$ cat src/rtl/branch_pkg.sv
// Shared definitions for the Mini SRC conditional-branch sequencer:
// state encoding, branch opcode, condition encoding and IR field positions.
package branch_pkg;

    localparam logic [4:0] BR_OPCODE = 5'b10010;

    localparam int OPC_MSB  = 31;
    localparam int OPC_LSB  = 27;
    localparam int COND_MSB = 20;
    localparam int COND_LSB = 19;
    localparam int C_MSB    = 18;
    localparam int C_LSB    = 0;

    // IR[20:19] condition encoding, evaluated by the CON FF logic
    typedef enum logic [1:0] {
        COND_ZERO    = 2'd0,
        COND_NONZERO = 2'd1,
        COND_POS     = 2'd2,
        COND_NEG     = 2'd3
    } cond_t;

    typedef enum logic [2:0] {
        S_IDLE = 3'd0,
        S_T3   = 3'd1,
        S_T4   = 3'd2,
        S_T5   = 3'd3,
        S_T6   = 3'd4,
        S_DONE = 3'd5
    } state_t;

    function automatic logic is_branch(input logic [31:0] ir);
        return ir[OPC_MSB:OPC_LSB] == BR_OPCODE;
    endfunction

endpackage

$ cat src/rtl/branch_stats.sv
// Saturating retire counters for taken / not-taken branches.
// Only instantiated when BRANCH_STATS_EN is defined.
module branch_stats (
    input  logic        clock,
    input  logic        clear_n,
    input  logic        retire,
    input  logic        retire_taken,
    output logic [15:0] taken_cnt,
    output logic [15:0] nottaken_cnt
);

    always_ff @(posedge clock or negedge clear_n) begin
        if (!clear_n) begin
            taken_cnt    <= 16'h0000;
            nottaken_cnt <= 16'h0000;
        end else if (retire) begin
            if (retire_taken) begin
                if (taken_cnt != 16'hFFFF)
                    taken_cnt <= taken_cnt + 16'h0001;
            end else begin
                if (nottaken_cnt != 16'hFFFF)
                    nottaken_cnt <= nottaken_cnt + 16'h0001;
            end
        end
    end

endmodule

$ cat src/rtl/branch_sequencer.sv
// Control sequencer for Mini SRC conditional branches (T3..T6 strobes).
// Optional BRANCH_STATS_EN adds saturating taken/not-taken retire counters.
module branch_sequencer
    import branch_pkg::*;
(
    input  logic        clock,
    input  logic        clear_n,
    input  logic        start,
    input  logic [31:0] ir,
    input  logic        con_ff,
    output logic        busy,
    output logic        done,
    output logic        bad_op,
    output logic        gra,
    output logic        r_out,
    output logic        con_in,
    output logic        pc_out,
    output logic        y_in,
    output logic        c_out,
    output logic        alu_add,
    output logic        z_in,
    output logic        zlo_out,
    output logic        pc_in,
    output logic        taken
`ifdef BRANCH_STATS_EN
    ,
    output logic [15:0] taken_cnt,
    output logic [15:0] nottaken_cnt
`endif
);

    state_t state;
    state_t next_state;

    // Condition and offset are consumed by the datapath, not by this sequencer
    logic unused_ir;
    assign unused_ir = ^{ir[COND_MSB:COND_LSB], ir[C_MSB:C_LSB], ir[26:21]};

    always_comb begin
        next_state = state;
        case (state)
            S_IDLE: if (start && is_branch(ir)) next_state = S_T3;
            S_T3:   next_state = S_T4;
            S_T4:   next_state = con_ff ? S_T5 : S_DONE;
            S_T5:   next_state = S_T6;
            S_T6:   next_state = S_DONE;
            S_DONE: next_state = S_IDLE;
            default: next_state = S_IDLE;
        endcase
    end

    always_ff @(posedge clock or negedge clear_n) begin
        if (!clear_n) begin
            state  <= S_IDLE;
            taken  <= 1'b0;
            bad_op <= 1'b0;
        end else begin
            state  <= next_state;
            bad_op <= (state == S_IDLE) && start && !is_branch(ir);
            if (state == S_T4)
                taken <= con_ff;
        end
    end

    // Moore strobe decode; each state owns exactly one strobe group
    always_comb begin
        busy    = (state != S_IDLE);
        done    = (state == S_DONE);
        gra     = (state == S_T3);
        r_out   = (state == S_T3);
        con_in  = (state == S_T3);
        pc_out  = (state == S_T4);
        y_in    = (state == S_T4);
        c_out   = (state == S_T5);
        alu_add = (state == S_T5);
        z_in    = (state == S_T5);
        zlo_out = (state == S_T6);
        pc_in   = (state == S_T6);
    end

`ifdef BRANCH_STATS_EN
    logic retire;
    logic retire_taken;

    assign retire       = (state == S_T6) || ((state == S_T4) && !con_ff);
    assign retire_taken = (state == S_T6);

    branch_stats u_stats (
        .clock        (clock),
        .clear_n      (clear_n),
        .retire       (retire),
        .retire_taken (retire_taken),
        .taken_cnt    (taken_cnt),
        .nottaken_cnt (nottaken_cnt)
    );
`endif

endmodule

$ cat config.mk
export PLATFORM = sky130hd
export DESIGN_NAME = branch_sequencer
export DESIGN_NICKNAME = d
export VERILOG_FILES = /design/src/rtl/branch_pkg.sv /design/src/rtl/branch_stats.sv /design/src/rtl/branch_sequencer.sv
export SDC_FILE = /design/constraint.sdc
export NUM_CORES = 1
export LEC_CHECK = 0
export CELL_PAD_IN_SITES_DETAIL_PLACEMENT = 1
export CELL_PAD_IN_SITES_GLOBAL_PLACEMENT = 2
export CORE_MARGIN = 4
export CORE_UTILIZATION = 10
export CTS_CLUSTER_SIZE = 24
export DETAILED_ROUTE_END_ITERATION = 8
export PLACE_DENSITY = 0.91
export SLEW_MARGIN = 40
export SYNTH_ARGS = -nofsm -noshare
export SYNTH_HDL_FRONTEND = slang
export SYNTH_HIERARCHICAL = 1
export SYNTH_SLANG_ARGS = --single-unit
$ cat constraint.sdc
create_clock -name clock -period 3 [get_ports clock]
set_clock_uncertainty 0.2 [all_clocks]
set_input_delay 0.6 -clock clock [delete_from_list [all_inputs] [get_ports clock]]
set_output_delay 0.6 -clock clock [all_outputs]
set_load 0.01 [all_outputs]
==> out/metrics.yaml, run 1 <==
cts.sinks: 5
synthesis.nets: 67
synth-compound-area-share_pct: 13.6
synth_top_family_by_area: "simple AND/OR/NAND/NOR gates"
fin_crit_sh_pct: 84.4
drc: 0
drt-total-wl_um: 904
grt_max_degree: 9
tns_ns: 0
static-leakage-power_uw: 0.000214
hold_class: "register to register"
post_cts_buffers: 0
maxCapViolations: 0
io_pins: 50
die_w_um: 63.0
cts_tree: "yes"
avgSynthCellArea_um2: 9.77
hpwl_um: 777
post_cts_resized: 0
synthMuxAreaShare_pct: 3.72
slowest_stage: "clkdlybuf4s50_1"
vdd_ir_drop_max_mv: 0.247
n_fill_cell: 331
utilization_pct: 19.2
timing.final.hold_violations: 0
cts_made_buffers: 3
p_per_area_mw_per_mm2: 932
rsz0062_at_grt: "no"
cp.required_ns: 2.20
port_buffers: 22
grt_remaining_overflow: 0
cp.arrival_ns: 1.73
grt_pass1_wl_um: 1500
initialDrtViolationCount: 1
relSlewSlack_pct: 78.1
setup_violations: 0
grt_pass1_vias: 345
synth-xor-area-share_pct: 0
firstDrtPassIters: 2
diodes: 0
drive_above_1_share_pct: 13.7
dieArea_mm2: 0.00397
rows: 19
grt_util_all_layers_pct: 4.94
drv_slew: 0
path_clk_slew_ns: 0.05
cts_htree_levels: 1
wire_per_inst_um: 11.0
antenna_found_initial: 0
place.gp.congestion: 0.568
yosysWarnings: 6
run_status: "finished, final reports clean"
cts_buffer_depth: 2
synth_cells: 31
hold_buffers: 0
netlist_area_um2: 303
synth-simple-area-share_pct: 22.7
die_h_um: 63.0
post-route-min-period_ns: 2.53
synthAdderAreaFrac_pct: 0
worstPathMaxFanout: 7
critPathKind: "register to output pin"
initial_core_util_pct: 10.7
critical-path-max-stage-delay_ns: 0.60
finalNetCount: 88
fmax_mhz: 395
core-area_mm2: 0.00283
synth_cell_types: 17
ys_ff_latch: 5
antenna_left: 0
routed-via-count: 285
clk_latency_ns: 0.24
tightest_slew_ns: 0.325
start_kind: "register"
cts_root_buf: "clkbuf_4"
cp-end-kind: "output pin"
syn2layout_area_growth_pct: 79.3
crit_chain: "inv_1 > nor3_1 > clkdlybuf4s50_1"
seq_area_frac_synth_pct: 41.3
routed_via_density: 3.48
-- final timing paths --
path	end	cells past startpoint	startpoint	slack [ns]
max reg2reg	taken	3	state[2]	1.49
min in group asynchronous	taken	1	clear_n	0.37
min reg2reg	taken	1	taken	0.32
max in group asynchronous	bad_op	1	clear_n	2.04
min	taken	1	taken	0.32
max	pc_in	3	state[2]	0.47
-- where the power goes --
part / leakage (uW) / internal, uW / switching, uW
combinational: 0.000135 / 175 / 114
sequential: 0.0000637 / 97.2 / 39.9
clock: 0.0000150 / 50.4 / 29.6
total: 0.000214 / 323 / 184
-- cell families after synthesis --
| logic type | Yosys count |
|---|---|
| simple gates | 11 |
| mux | 1 |
| compound gates | 5 |
| buf+inv | 9 |
| flops | 5 |
-- cell type report --
| cell class | instances | area, um^2 | share of cell area, % |
|---|---|---|---|
| clock buffer | 4 | 26.3 | 4.84 |
| inverter | 3 | 11.3 | 2.07 |
| multi-input combinational | 17 | 121 | 22.4 |
| sequential | 5 | 125 | 23.0 |
| tap | 31 | 38.8 | 7.14 |
| timing repair buffer | 22 | 220 | 40.6 |
-- critical path: cells and delay by family (launching register included) --
family	cells	cell delay, ns
DFF	1	0.46
buffers and inverters	2	0.70
and+or+nand+nor	1	0.33
-- registers in the layout, indices dropped and copies added (netlist names) --
register  cells
state         3
bad_op        1
taken         1
-- through the flow --
step	area, um^2	hold slack, ns	total power, uW	setup slack [ns]	instances
2_1_floorplan	303	0.104	291	1.13	31
3_3_place_gp	517	0.295	424	0.742	78
3_5_place_dp	517	0.322	433	0.716	78
4_1_cts	543	0.335	519	0.426	82
5_1_grt	543	0.359	544	0.300	82
6_report	543	0.319	506	0.469	82
-- cells in the mapped netlist, drive strengths merged --
cell / n / area share (%)
nor2: 3 / 3.7
dfrtp: 5 / 41
or3: 1 / 3.7
a21oi: 1 / 1.7
buf: 6 / 15
nor3: 1 / 1.7
a311oi: 1 / 2.9
nand2: 1 / 1.2
mux2: 1 / 3.7
inv: 3 / 3.7
and3: 1 / 2.1
nor2b: 1 / 2.1
o21bai: 1 / 2.5
and4bb: 1 / 4.1
a211oi: 2 / 6.6
nand2b: 2 / 4.1
-- cell usage in the layout (no fill, tap or decap) --
master	count
nand2_1	1
inv_1	3
nor2b_1	1
or3_4	1
nand2b_1	2
and4bb_2	1
a211oi_1	1
a21oi_1	1
clkdlybuf4s50_1	22
clkbuf_4	3
o21bai_1	1
dfrtp_1	5
nor3_1	1
a211oi_2	1
a311oi_1	1
clkbuf_1	1
nor2_1	3
mux2_2	1
and3_1	1
-- routing by layer --
| metal | GRT usage, % | vias to the layer above | wire, um |
|---|---|---|---|
| met2 | 9.49 | 10 | 525 |
| met4 | 3.31 | 0 | 20 |
| li1 | - | 139 | - |
| met3 | 1.44 | 4 | 36 |
| met5 | 0 | - | 0 |
| met1 | 4.33 | 132 | 320 |
Power figures use the tool's default switching activity.
==> inputs of run 2 (changes only) <==
Clock period 3 ns to 2.55 ns, I/O delays scaled along.
==> run 2 against run 1 <==
Effect of this change:
- combinational power grew 19%
- final area grew 0.92%
- count of clock-buffer cells in the layout is the same
- critical path type unchanged
- critical endpoint is now con_in
==> out/metrics.yaml, run 2 (same netlist as run 1, synthesis figures left out) <==
run_status: "finished, final reports clean"
cts.sinks: 5
tns_ns: 0
hold_class: "input pin to asynchronous set/reset pin"
rsz0062_at_grt: "no"
die_w_um: 63.0
fmax_mhz: 417
cts_htree_levels: 1
cp-end-kind: "output pin"
ff2ff_path_depth: 3
initialDrtViolationCount: 2
relSlewSlack_pct: 83.3
drv_slew: 0
drive_above_1_share_pct: 15.7
cp.required_ns: 1.84
routed-via-count: 292
finalNetCount: 88
fin_total_pwr_uw: 599
timing.final.hold_violations: 0
start_kind: "register"
reg2reg_slack_ns: 1.05
io_pins: 50
path_clk_slew_ns: 0.05
critPathKind: "register to output pin"
reg2reg_from: "state[2]"
hold_buffers: 0
grt_pass1_wl_um: 1500
grt_max_degree: 9
place.gp.congestion: 0.568
drc: 0
reg_top3: "state: 3 flops, bad_op: 1 flops, taken: 1 flops"
layout_commonest_cell: "clkdlybuf4s50_1"
layout_common_cells: "22 x clkdlybuf4s50_1, 5 x dfrtp_1, 3 x nor2_1, 3 x inv_1, 3 x clkbuf_4"
post-route-min-period_ns: 2.40
antenna_left: 0
wire_per_inst_um: 11.1
dp_cells: 78
die_h_um: 63.0
initial_core_util_pct: 10.7
fin_crit_sh_pct: 94.1
vdd_ir_drop_max_mv: 0.292
cp.arrival_ns: 1.69
core-area_mm2: 0.00283
maxCapViolations: 0
syn2layout_area_growth_pct: 81.0
firstDrtPassIters: 2
cts_root_buf: "clkbuf_4"
antenna_found_initial: 0
grt_pass1_vias: 345
r2r-end: "taken"
routed_via_density: 3.56
cts_tree: "yes"
port_buffers: 22
worstPathMaxFanout: 8
largest_reg_flops: 3
fin_ws_ns: 0.152
cts_made_buffers: 3
p_per_area_mw_per_mm2: 1090
dieArea_mm2: 0.00397
top_register: "state"
grt_util_all_layers_pct: 4.94
grt_remaining_overflow: 0
static-leakage-power_uw: 0.000215
drt-total-wl_um: 910
cts_buffer_depth: 2
diodes: 0
hpwl_um: 777
layout.cells.non_filler: 82
rows: 19
tightest_slew_ns: 0.250
clk_latency_ns: 0.24
setup_violations: 0
detailedPlace.worstSlack_ns: 0.356
[run 2: cell counts in the layout (fill, tap and decap cells not counted)]
Identical to the previous run, type by type.
[run 2: repair_timing]
item,CTS,global route
setup endpoints to repair,0,2
setup buffers,0,0
endpoints found under the hold margin,0,0
gates resized for setup,0,1
[run 2: worst max-delay path, stage by stage (launching register included)]
cell	delay, ns
dfrtp_1	0.46
nand2b_1	0.22
nor2_1	0.19
clkdlybuf4s50_1	0.58
[run 2: cell type report]
type	instances	area [um^2]
Tap cell	31	38.8
Timing Repair Buffer	22	220
Multi-Input combinational cell	17	126
Fill cell	330	2280
Inverter	3	11.3
Sequential cell	5	125
Clock buffer	4	26.3
[run 2: how the worst max path moves through the flow]
stage / slack (ns) / cells after the start / endpoint / from
4_1_cts: 0.07 / 3 / zlo_out / state[2]
3_5_place_dp: 0.36 / 3 / zlo_out / state[2]
5_1_grt: 0.002 / 3 / con_in / state[1]
3_3_place_gp: 0.38 / 3 / pc_in / state[2]
6_report: 0.15 / 3 / con_in / state[1]
2_1_floorplan: 0.77 / 3 / zlo_out / state[2]
[run 2: through the flow]
step                util, %  area [um^2]  hold WS, ns
finish                 19.4          548        0.282
floorplan                 -          303       0.0144
global route           19.4          548        0.284
global placement       18.3          517        0.295
detailed placement     18.3          517        0.322
CTS                    19.2          543        0.279
[run 2: per-layer routing]
layer,vias to the layer above,routed length [um],global-route usage [%]
met5,-,0,0
met3,4,36,1.44
met2,10,541,9.49
li1,139,-,-
met4,0,20,3.31
met1,139,311,4.33
[run 2: power by group]
group          switching [uW]  leakage (uW)  internal, uW
combinational             135      0.000136           208
sequential               48.2     0.0000637           114
clock                    34.9     0.0000150          59.3
==> inputs of run 3 (changes only) <==
Settings changed: PLACE_DENSITY 0.91 to not set, PLACE_DENSITY_LB_ADDON set to 0.1.
==> run 3 against run 2 <==
Effect of this change:
- flip-flop and latch count is the same
- final area is the same
- register-to-register slack better by 0.02 ns
- fmax rose by 1.9%
- first-iteration DRC count shrank 100%
- non-clock buffer count unchanged
- hold slack better by 0.012 ns
- routed wire length down 4.4%
- die area is the same
- utilization is the same
- critical endpoint unchanged
- largest cell class unchanged
==> out/metrics.yaml, run 3 (same netlist as run 1, synthesis figures left out) <==
run_status: "finished, final reports clean"
post_cts_buffers: 0
ff2ff_path_depth: 3
initialDrtViolationCount: 0
r2r-end: "taken"
cp.arrival_ns: 1.64
cp-end-kind: "output pin"
clk_latency_ns: 0.23
reg2reg_from: "state[2]"
firstDrtPassIters: 1
static-leakage-power_uw: 0.000215
crit_chain: "nand2b_1 > nor2_1 > clkdlybuf4s50_1"
relSlewSlack_pct: 83.7
maxCapViolations: 0
vdd_ir_drop_max_mv: 0.265
wire_per_inst_um: 10.6
p_per_area_mw_per_mm2: 1080
drc: 0
layout_common_cells: "22 x clkdlybuf4s50_1, 5 x dfrtp_1, 3 x nor2_1, 3 x inv_1, 3 x clkbuf_4"
grt_pass1_vias: 307
worst-path-buf-inv: 1
reg_top3: "state: 3 flops, bad_op: 1 flops, taken: 1 flops"
grt_max_degree: 9
drive_above_1_share_pct: 15.7
fin_crit_sh_pct: 92.3
cts.sinks: 5
worstPathMaxFanout: 8
die_h_um: 63.0
syn2layout_area_growth_pct: 81.0
routed_via_density: 3.59
slowest_stage: "clkdlybuf4s50_1"
start_kind: "register"
post-route-min-period_ns: 2.35
n_fill_cell: 329
initial_core_util_pct: 10.7
largest_reg_flops: 3
grt_util_all_layers_pct: 4.75
hpwl_um: 730
drv_slew: 0
grt_remaining_overflow: 0
io_pins: 50
finalNetCount: 88
cts_tree: "yes"
routed-via-count: 294
top_register: "state"
fmax_mhz: 425
critPathKind: "register to output pin"
timing.final.hold_violations: 0
layout_commonest_cell: "clkdlybuf4s50_1"
cp.required_ns: 1.84
finish.instance_area_um2: 548
path_clk_slew_ns: 0.04
reg2reg_slack_ns: 1.07
rows: 19
setup_violations: 0
place.gp.congestion: 0.640
drt-total-wl_um: 870
rsz0062_at_grt: "no"
diodes: 0
tns_ns: 0
antenna_found_initial: 0
port_buffers: 22
hold_class: "input pin to asynchronous set/reset pin"
cts_root_buf: "clkbuf_4"
antenna_left: 0
cts_htree_levels: 1
dieArea_mm2: 0.00397
worst-path-stages: 3
critical-path-max-stage-delay_ns: 0.57
die_w_um: 63.0
tightest_slew_ns: 0.244
core-area_mm2: 0.00283
cts_made_buffers: 3
cts_buffer_depth: 2
postPlaceCellArea_um2: 517
grt_pass1_wl_um: 1440
cp_top_family: "buffers and inverters"
run 3: cell counts in the layout (fill, tap and decap cells not counted):
Identical to the previous run, type by type.
run 3: cell type report:
type / count / area, um^2 / area share [%]
Clock buffer: 4 / 26.3 / 4.79
Sequential cell: 5 / 125 / 22.8
Timing Repair Buffer: 22 / 220 / 40.2
Tap cell: 31 / 38.8 / 7.08
Inverter: 3 / 11.3 / 2.05
Multi-Input combinational cell: 17 / 126 / 23.1
run 3: what timing repair did:
action                     4_1_cts  5_1_grt
setup endpoints to repair        0        2
gates resized for setup          0        1
hold buffers                     0        0
run 3: layer usage:
metal  share of wire (%)  up-vias  wire (um)  global-route usage, %
met5                   0        -          0                      0
met4                0.92        0          8                   3.31
met3                 8.6        2         75                   1.98
met2                  50       12        431                   7.38
met1                  41      140        355                   5.19
li1                    -      140          -                      -
run 3: power breakdown:
part,total [uW],internal [uW],switching (uW)
clock network,88.7,59.0,29.7
logic,343,208,135
registers,160,114,45.4
run 3: how the worst max path moves through the flow:
stage / start / endpoint
floorplan: state[2] / zlo_out
global placement: state[2] / pc_in
detailed placement: state[2] / pc_in
CTS: state[2] / pc_in
global route: state[2] / pc_out
finish: state[1] / con_in
run 3: metrics by stage:
step                total power (uW)  utilization (%)  hold WS (ns)  setup WS [ns]  std cells
floorplan                        342                -        0.0144          0.766         31
global placement                 511             18.3         0.293          0.343         78
detailed placement               508             18.3         0.304          0.324         78
CTS                              604             19.2         0.295         0.0505         82
global route                     643             19.4         0.302         0.0714         82
finish                           591             19.4         0.294          0.195         82
run 3: worst reg2reg max path, cell delays in order, from the launching register on:
cell	delay, ns
dfrtp_1	0.44
nand2b_1	0.19
nor2_1	0.18
mux2_2	0.36
